--- src/rtl/run_controller.sv ---
// Run sequencer for the single-cycle processor: start/ack handshake, run enable,
// PC start-address load, run-cycle counting and watchdog timeout.
module run_controller #(
  parameter int CNT_W      = 16,
  parameter int MAX_CYCLES = 50,
  parameter int PC_W       = 32
) (
  input  logic             clk,
  input  logic             reset,
  input  logic             start,
  input  logic [PC_W-1:0]  prog_base,
  input  logic             done,
  output logic             run_en,
  output logic             pc_load,
  output logic [PC_W-1:0]  pc_load_value,
  output logic             ack,
  output logic             timeout,
  output logic [CNT_W-1:0] cycle_count
);

  // state  | meaning
  // IDLE   | after reset, waiting for the first start request
  // HOLD   | start high, prog_base tracked into pc_load_value
  // LOAD   | one-cycle pc_load pulse, cycle counter cleared
  // RUN    | processor enabled, counting cycles against the watchdog
  // FINISH | run over, ack held (timeout tells why) until the next start

  if (MAX_CYCLES < 1 || MAX_CYCLES > (2**CNT_W) - 1) begin : g_bad_max_cycles
    $error("run_controller: MAX_CYCLES must lie in 1 .. 2**CNT_W-1");
  end

  localparam logic [CNT_W-1:0] MAX_C = CNT_W'(MAX_CYCLES);

  typedef enum logic [2:0] {IDLE, HOLD, LOAD, RUN, FINISH} state_t;

  state_t           state;
  logic             armed;
  logic [CNT_W-1:0] count_next;

  assign count_next = cycle_count + 1'b1;

  // armed holds off the first edge after reset release so a start that is
  // already high at release cannot launch a run on that same edge.
  always_ff @(posedge clk or negedge reset) begin
    if (!reset) begin
      state         <= IDLE;
      armed         <= 1'b0;
      run_en        <= 1'b0;
      pc_load       <= 1'b0;
      pc_load_value <= '0;
      ack           <= 1'b0;
      timeout       <= 1'b0;
      cycle_count   <= '0;
    end else begin
      armed   <= 1'b1;
      pc_load <= 1'b0;
      case (state)
        IDLE: begin
          if (start && armed) begin
            state         <= HOLD;
            pc_load_value <= prog_base;
          end
        end
        HOLD: begin
          if (start) begin
            pc_load_value <= prog_base;
          end else begin
            state       <= LOAD;
            pc_load     <= 1'b1;
            cycle_count <= '0;
          end
        end
        LOAD: begin
          state  <= RUN;
          run_en <= 1'b1;
        end
        RUN: begin
          cycle_count <= count_next;
          if (done) begin
            state   <= FINISH;
            run_en  <= 1'b0;
            ack     <= 1'b1;
            timeout <= 1'b0;
          end else if (count_next == MAX_C) begin
            state   <= FINISH;
            run_en  <= 1'b0;
            ack     <= 1'b1;
            timeout <= 1'b1;
          end
        end
        FINISH: begin
          if (start) begin
            state         <= HOLD;
            ack           <= 1'b0;
            timeout       <= 1'b0;
            pc_load_value <= prog_base;
          end
        end
        default: state <= IDLE;
      endcase
    end
  end

endmodule

--- config.mk ---
export PLATFORM = sky130hd
export DESIGN_NAME = run_controller
export DESIGN_NICKNAME = d
export VERILOG_FILES = /design/src/rtl/run_controller.sv
export SDC_FILE = /design/constraint.sdc
export NUM_CORES = 1
export LEC_CHECK = 0
export ABC_AREA = 0
export CAP_MARGIN = 20
export CORE_ASPECT_RATIO = 1.4
export CORE_MARGIN = 2
export CORE_UTILIZATION = 28
export CTS_BUF_LIST = sky130_fd_sc_hd__clkbuf_8
export CTS_CLUSTER_SIZE = 10
export DETAILED_ROUTE_END_ITERATION = 8
export PLACE_DENSITY = 0.56
export RECOVER_POWER = 25
export SLEW_MARGIN = 20
export SYNTH_ARGS = -nofsm -noshare
export SYNTH_HDL_FRONTEND = slang
export SYNTH_SLANG_ARGS = --single-unit
--- constraint.sdc ---
create_clock -name clk -period 2.6 [get_ports clk]
set_input_delay 0.26 -clock clk [delete_from_list [all_inputs] [get_ports clk]]
set_output_delay 0.26 -clock clk [all_outputs]
set_load 0.01 [all_outputs]
======== Word level (Yosys, flattened, before mapping) ========
Cells that the tools add are included.
cells by class
  add/subtract/negate cells ............... 1
  equal/unequal tests ..................... 10
  multiplexer cells ....................... 22
  reduce and logical (&&, ||, !) cells .... 12
operators by type and width
  operator                                                                  count
  32-bit 2-to-1 mux                                                         2
  32-bit one-hot mux with 2 select lines                                    1
  16-bit one-hot mux with 2 select lines                                    1
  16-bit by 1-bit adder with 16-bit output (second input constant)          1
  16-bit by 6-bit equality test with 1-bit output (second input constant)   1
  16-bit 2-to-1 mux                                                         1
  3-bit 2-to-1 mux                                                          5
  3-bit one-hot mux with 5 select lines                                     1
  1-bit 2-to-1 mux                                                          8
  2-bit nonzero test                                                        4
  3-bit by 2-bit equality test with 1-bit output (second input constant)    2
  2-bit inequality test (second input constant)                             3
  1-bit one-hot mux with 2 select lines                                     3
  3-bit AND reduction                                                       2
  2-bit AND reduction                                                       2
  4-bit AND reduction                                                       1
  3-bit by 1-bit equality test with 1-bit output (second input constant)    1
  3-bit equality test (second input constant)                               1
  3-bit logical NOT                                                         1
  3-bit inequality test (second input constant)                             1
  2-bit by 1-bit inequality test with 1-bit output (second input constant)  1
  2-bit OR reduction                                                        1
  1-bit logical AND                                                         1
storage, ports and cells
  flip-flop bits (word level) ............. 56
  input bits .............................. 36

======== Depth between registers and ports, before layout ========
  depth after elaboration ................. 5
  depth in mapped cells ................... 7
  mapped depth without buffers ............ 7

======== Least setup slack after synthesis ========
Ideal clock, no wire load.
  path type ............................... flip-flop to flip-flop
  start point ............................. register cycle_count[0]
  end point ............................... register timeout
  library setup time ...................... 82 ps
  arrival time ............................ 2521 ps
  data required time ...................... 2518 ps
  setup slack ............................. -3 ps
  stages on the path, launching flop included .. 8
  buffers on the path ..................... 0
  clock period less this slack ............ 2603 ps
  cells stage by stage .................... dfrtp_1 -> ha_1 -> nand3_2 -> nor4_2 -> xnor2_1 -> or4_4 -> or4_4 -> a22oi_2
between the ends
  word-level cells in the longest chain between the ends .. 4
ends and longest elaborated chain
  what                                             line  text
  start, declared                                  18    output logic [CNT_W-1:0] cycle_count
  start signal, assigned                           78    cycle_count <= count_next;
  16-bit by 1-bit adder with 16-bit output         40    assign count_next = cycle_count + 1'b1;
  16-bit by 6-bit equality test with 1-bit output  84    end else if (count_next == MAX_C) begin
  3-bit inequality test (no source line)           -
  3-bit AND reduction (no source line)             -
  end signal, assigned                             83    timeout <= 1'b0;
  end signal, assigned                             88    timeout <= 1'b1;
  end signal, assigned                             95    timeout <= 1'b0;
  end, declared                                    17    output logic timeout,
Every way passes these cells.
A chain may end at the register's enable or synchronous reset.

======== Worst setup path in the final report ========
Ends and elaborated chain as after synthesis.

==> results <==
- The flow ran to the end, but the final reports show violations.
- The final reports fail on design-rule violations.
- The final cycle utilization of the critical path is 0.972.
- The width of the die is 85.8 µm.
- STA puts the critical path data required time at 2.84 ns.
- In this run the static leakage power is 0.00157 µW.
- Yosys printed 0 warnings.
- The final antenna-violating net count is 0.
- The share of total power consumed by net switching is 0.334.
- The initial antenna violation count was 0.
- After detailed routing, the number of vias per cell comes to 4.96.
- In the final layout, the multi-input gates occupy 1160 µm².
- The cell with the largest stage delay on the worst path is sky130_fd_sc_hd__or4_4.
- In this run the deepest clock path goes through 2 buffers.
- In the final layout, flip-flops and latches occupy 1400 µm².
- The total number of placement rows is 41.
- After clock tree synthesis, the clock-pin slew on the worst setup and hold paths is 0.10 ns.
- The final net count is 370.
- The number of cells traversed by the worst hold path is 2.
- The worst reg2reg path startpoint is cycle_count[0]$_DFFE_PN0P_.
- Among the stages of the critical path, the cell type that occurs most often is sky130_fd_sc_hd__or4_4.
- The first detailed-routing pass took 9 iterations.
- The class of the tightest hold or removal check is flip-flop to flip-flop.
- The critical path goes through nand4_1 > or4_4 > or3_1 > a32o_1 > or4_4 > a22oi_2.
- After technology mapping, the gate count stands at 232.
- The power dissipated by switching net loads is 1230 µW.
- The total area inside the core boundary comes to 9080 µm².
- The post-synthesis instance area is 2620 µm².
- After synthesis, the cell types taking the most area are sky130_fd_sc_hd__dfrtp_1, sky130_fd_sc_hd__mux2_2, sky130_fd_sc_hd__o21ai_0.
- At the end of routability-driven placement, the weighted congestion stood at 0.836.
- The total power is 3670 µW.
- The biggest area contributor in the post-synthesis netlist is sky130_fd_sc_hd__dfrtp_1.
- The tree is rooted in a sky130_fd_sc_hd__clkbuf_8.
- During placement, the flow inserted port buffers numbering 87.
- After the first detailed-routing iteration, the DRC count stood at 89.
- The maximum cell stage delay along the critical path is 0.60 ns.
- Counting cells, the worst reg-to-reg path comes to 6.
- The net count of the mapped netlist is 270.
- The number of antenna diodes in the final layout is 0.
- Of the total power, the clock network draws 0.132.
- The transition time of the tightest slew-check pin is 0.942 ns.
- The share of total power dissipated in sequential elements is 0.378.
- The signed area change from the synthesized netlist to the final layout is 45.9%.
- The filler cells instantiated in the layout total 877.
- Counting flops with an async set or reset pin after synthesis yields a share of 1.00.
- The end of the worst register-to-register path is timeout$_DFFE_PN0P_.
- The number of buffers inserted during clock tree synthesis is 5.
- The detailed router placed 2182 vias in this run.
- 88 I/O pins were placed.
- The share of synthesized area in the top cell type comes to 0.534.
- The effective utilization at floorplan is 0.289.
- After synthesis, the most frequently instantiated cells are sky130_fd_sc_hd__dfrtp_1, sky130_fd_sc_hd__mux2_2, sky130_fd_sc_hd__o21ai_0.
- TritonCTS built the clock tree.
- Measured against its own limit, the worst slew margin works out to 0.372.
- The smallest setup slack after layout is 0.0731 ns.
- The number of enable flip-flop cells after synthesis is 0.
- The number of maximum-capacitance violations is 0.
- The maximum number of pins on one net before global-route repair is 33.
- The insertion delay to the later sink of the worst-skew pair is 0.31 ns.
- The y dimension of the die is 119 µm.
- The final number of max-transition violations was 0.
- The DRC violation count after routing is 13.
- The average wire per cell in the routed design is 14.9 µm.
- The share of total power dissipated in combinational logic is 0.490.
- The via count of the first global-routing pass is 2121.
- The total setup buffers inserted after CTS is 0.
- The final hold violation count is 0.
- The count of different cell masters after synthesis is 53.
- After synthesis, the mean cell area works out to 11.3 µm².
- STA classifies the critical path startpoint as a flip-flop.
- The share of cells above drive strength 1 is 0.225.
- Setup repair after global routing could not meet its margin everywhere.
- Counting every sink on the clock net gives 56.
- The terminating pin of the worst hold path is ack$_DFFE_PN0P_.
- Across the routed clock network, the largest skew measured is 0.0106 ns.
- Dividing total power by cell area gives a power density of 959 nW/µm².
- The final period demand of the worst path is 2.53 ns.
- The data arrival time of the critical path is 2.77 ns.
- The startpoint identified for the worst hold timing path is ack$_DFFE_PN0P_.
- Setup violations remaining at the end of the flow were counted as 0.
- The internal power of the cells is 2440 µW.
- For this run, the leading register cell type out of synthesis is sky130_fd_sc_hd__dfrtp_1.
- The maximum VDD drop is 0.437 mV.
- The largest fanout on the critical path is 6.
- The slack of the worst reg-to-reg path is 0.07 ns.
- Summed over all layers, the routed wires come to 6540 µm.
- The aggregate global routing overflow is 0.
- The most instantiated library cell after synthesis is sky130_fd_sc_hd__dfrtp_1.
- The global router's overall resource usage is 0.131.
- The number of synthesized register bits is 56.
- Before CTS, the worst setup slack after placement is 0.0424 ns.
- By startpoint and endpoint, the worst setup path is classified as flip-flop to flip-flop.
- The wire length of the first global-routing pass is 10600 µm.
- The H-tree level count is 2.
- The die covers 10200 µm².
- The HPWL after detailed placement is 4850 µm.
- The worst setup path is captured at a flip-flop.
- For this run, the top clock speed supported by timing is 396 MHz.
- The proportion of synthesized chip area in sequential cells is 0.534.
through the flow:
step,std cells,TNS [ns],cell area [µm²],util,hold WS (ns)
2_1_floorplan,232,0,2630,-,-0.0356
3_3_place_gp,431,0,3710,0.408,0.200
3_5_place_dp,431,0,3710,0.408,0.205
4_1_cts,440,0,3810,0.420,0.386
5_1_grt,440,-0.115,3830,0.421,0.536
6_report,440,0,3830,0.421,0.507
flip-flops by register name (all words and copies together) (netlist names):
| name | flops |
|---|---|
| run_en | 1 |
| state | 3 |
| pc_load | 1 |
| pc_load_value | 32 |
| ack | 1 |
| cycle_count | 16 |
| timeout | 1 |
| armed | 1 |
routing by layer:
layer  vias up  share of wire  wire (µm)  GRT usage
li1       1037              -          -          -
met1      1054           0.43       2810      0.167
met2        86           0.49       3190      0.216
met3         5          0.071        464     0.0328
met4         0          0.012         76     0.0427
met5         -              0          0          0
final cells by class:
| type | instances | area share |
|---|---|---|
| Clock buffer | 6 | 0.0216 |
| Multi-Input combinational cell | 155 | 0.302 |
| Tap cell | 107 | 0.0350 |
| Timing Repair Buffer | 107 | 0.264 |
| Clock inverter | 2 | 0.00294 |
| Inverter | 7 | 0.00687 |
| Sequential cell | 56 | 0.367 |
cells by family (layout without fill, tap and decap cells):
group           count (synthesis)  in the layout  share of synthesized area
simple gates                   63             63                      0.140
flops                          56             56                      0.534
compound gates                 53             53                      0.130
mux                            34             34                      0.146
other cells                     1              1                    0.00143
buf+inv                        21            122                     0.0324
fa+ha+maj                       2              2                    0.00954
xor+xnor                        2              2                    0.00668
worst max-delay path by stage:
| stage | cells after the start | slack, ns | start | to |
|---|---|---|---|---|
| 2_1_floorplan | 7 | 0.03 | cycle_count[0]$_DFFE_PN0P_ | timeout$_DFFE_PN0P_ |
| 3_3_place_gp | 7 | 0.11 | cycle_count[0]$_DFFE_PN0P_ | timeout$_DFFE_PN0P_ |
| 3_5_place_dp | 7 | 0.04 | cycle_count[0]$_DFFE_PN0P_ | timeout$_DFFE_PN0P_ |
| 4_1_cts | 7 | 0.02 | cycle_count[0]$_DFFE_PN0P_ | timeout$_DFFE_PN0P_ |
| 5_1_grt | 6 | -0.05 | cycle_count[0]$_DFFE_PN0P_ | state[1]$_DFFE_PN0P_ |
| 6_report | 6 | 0.07 | cycle_count[0]$_DFFE_PN0P_ | timeout$_DFFE_PN0P_ |
critical path, delay by kind of cell, from the launching register on:
family	cells	cell delay, ns
and+or+nand+nor	4	1.62
DFF	1	0.45
AOI/OAI and AO/OA	2	0.38
cells in the final DEF (no fill, tap or decap), drive strengths merged, types with 2 or more instances in the layout:
cell,instances
clkdlybuf4s50,86
dfrtp,56
mux2,33
o21ai,24
buf,17
nor2,15
nand2,14
clkbuf,9
inv,8
nand3,7
a21oi,5
o31ai,5
nand4,4
or4,4
or3,3
a31oi,3
o41ai,3
o31a,3
nor4,3
nor3b,2
and4,2
a21o,2
ha,2
power by group through the flow:
stage                     combinational, µW  sequential (µW)  clock (µW)
after floorplan                         779             1530           0
final                                  1800             1390         485
after global placement                 1810             1380           0
after global routing                   1950             1430         563
after CTS                              1830             1380         518
after detailed placement               1820             1400           0
what timing repair did:
item,CTS,global route
setup endpoints to repair,0,4
hold buffers,1,0
endpoints found under the hold margin,14,0
resized for setup,0,4
(Power assumes the default switching activity.)
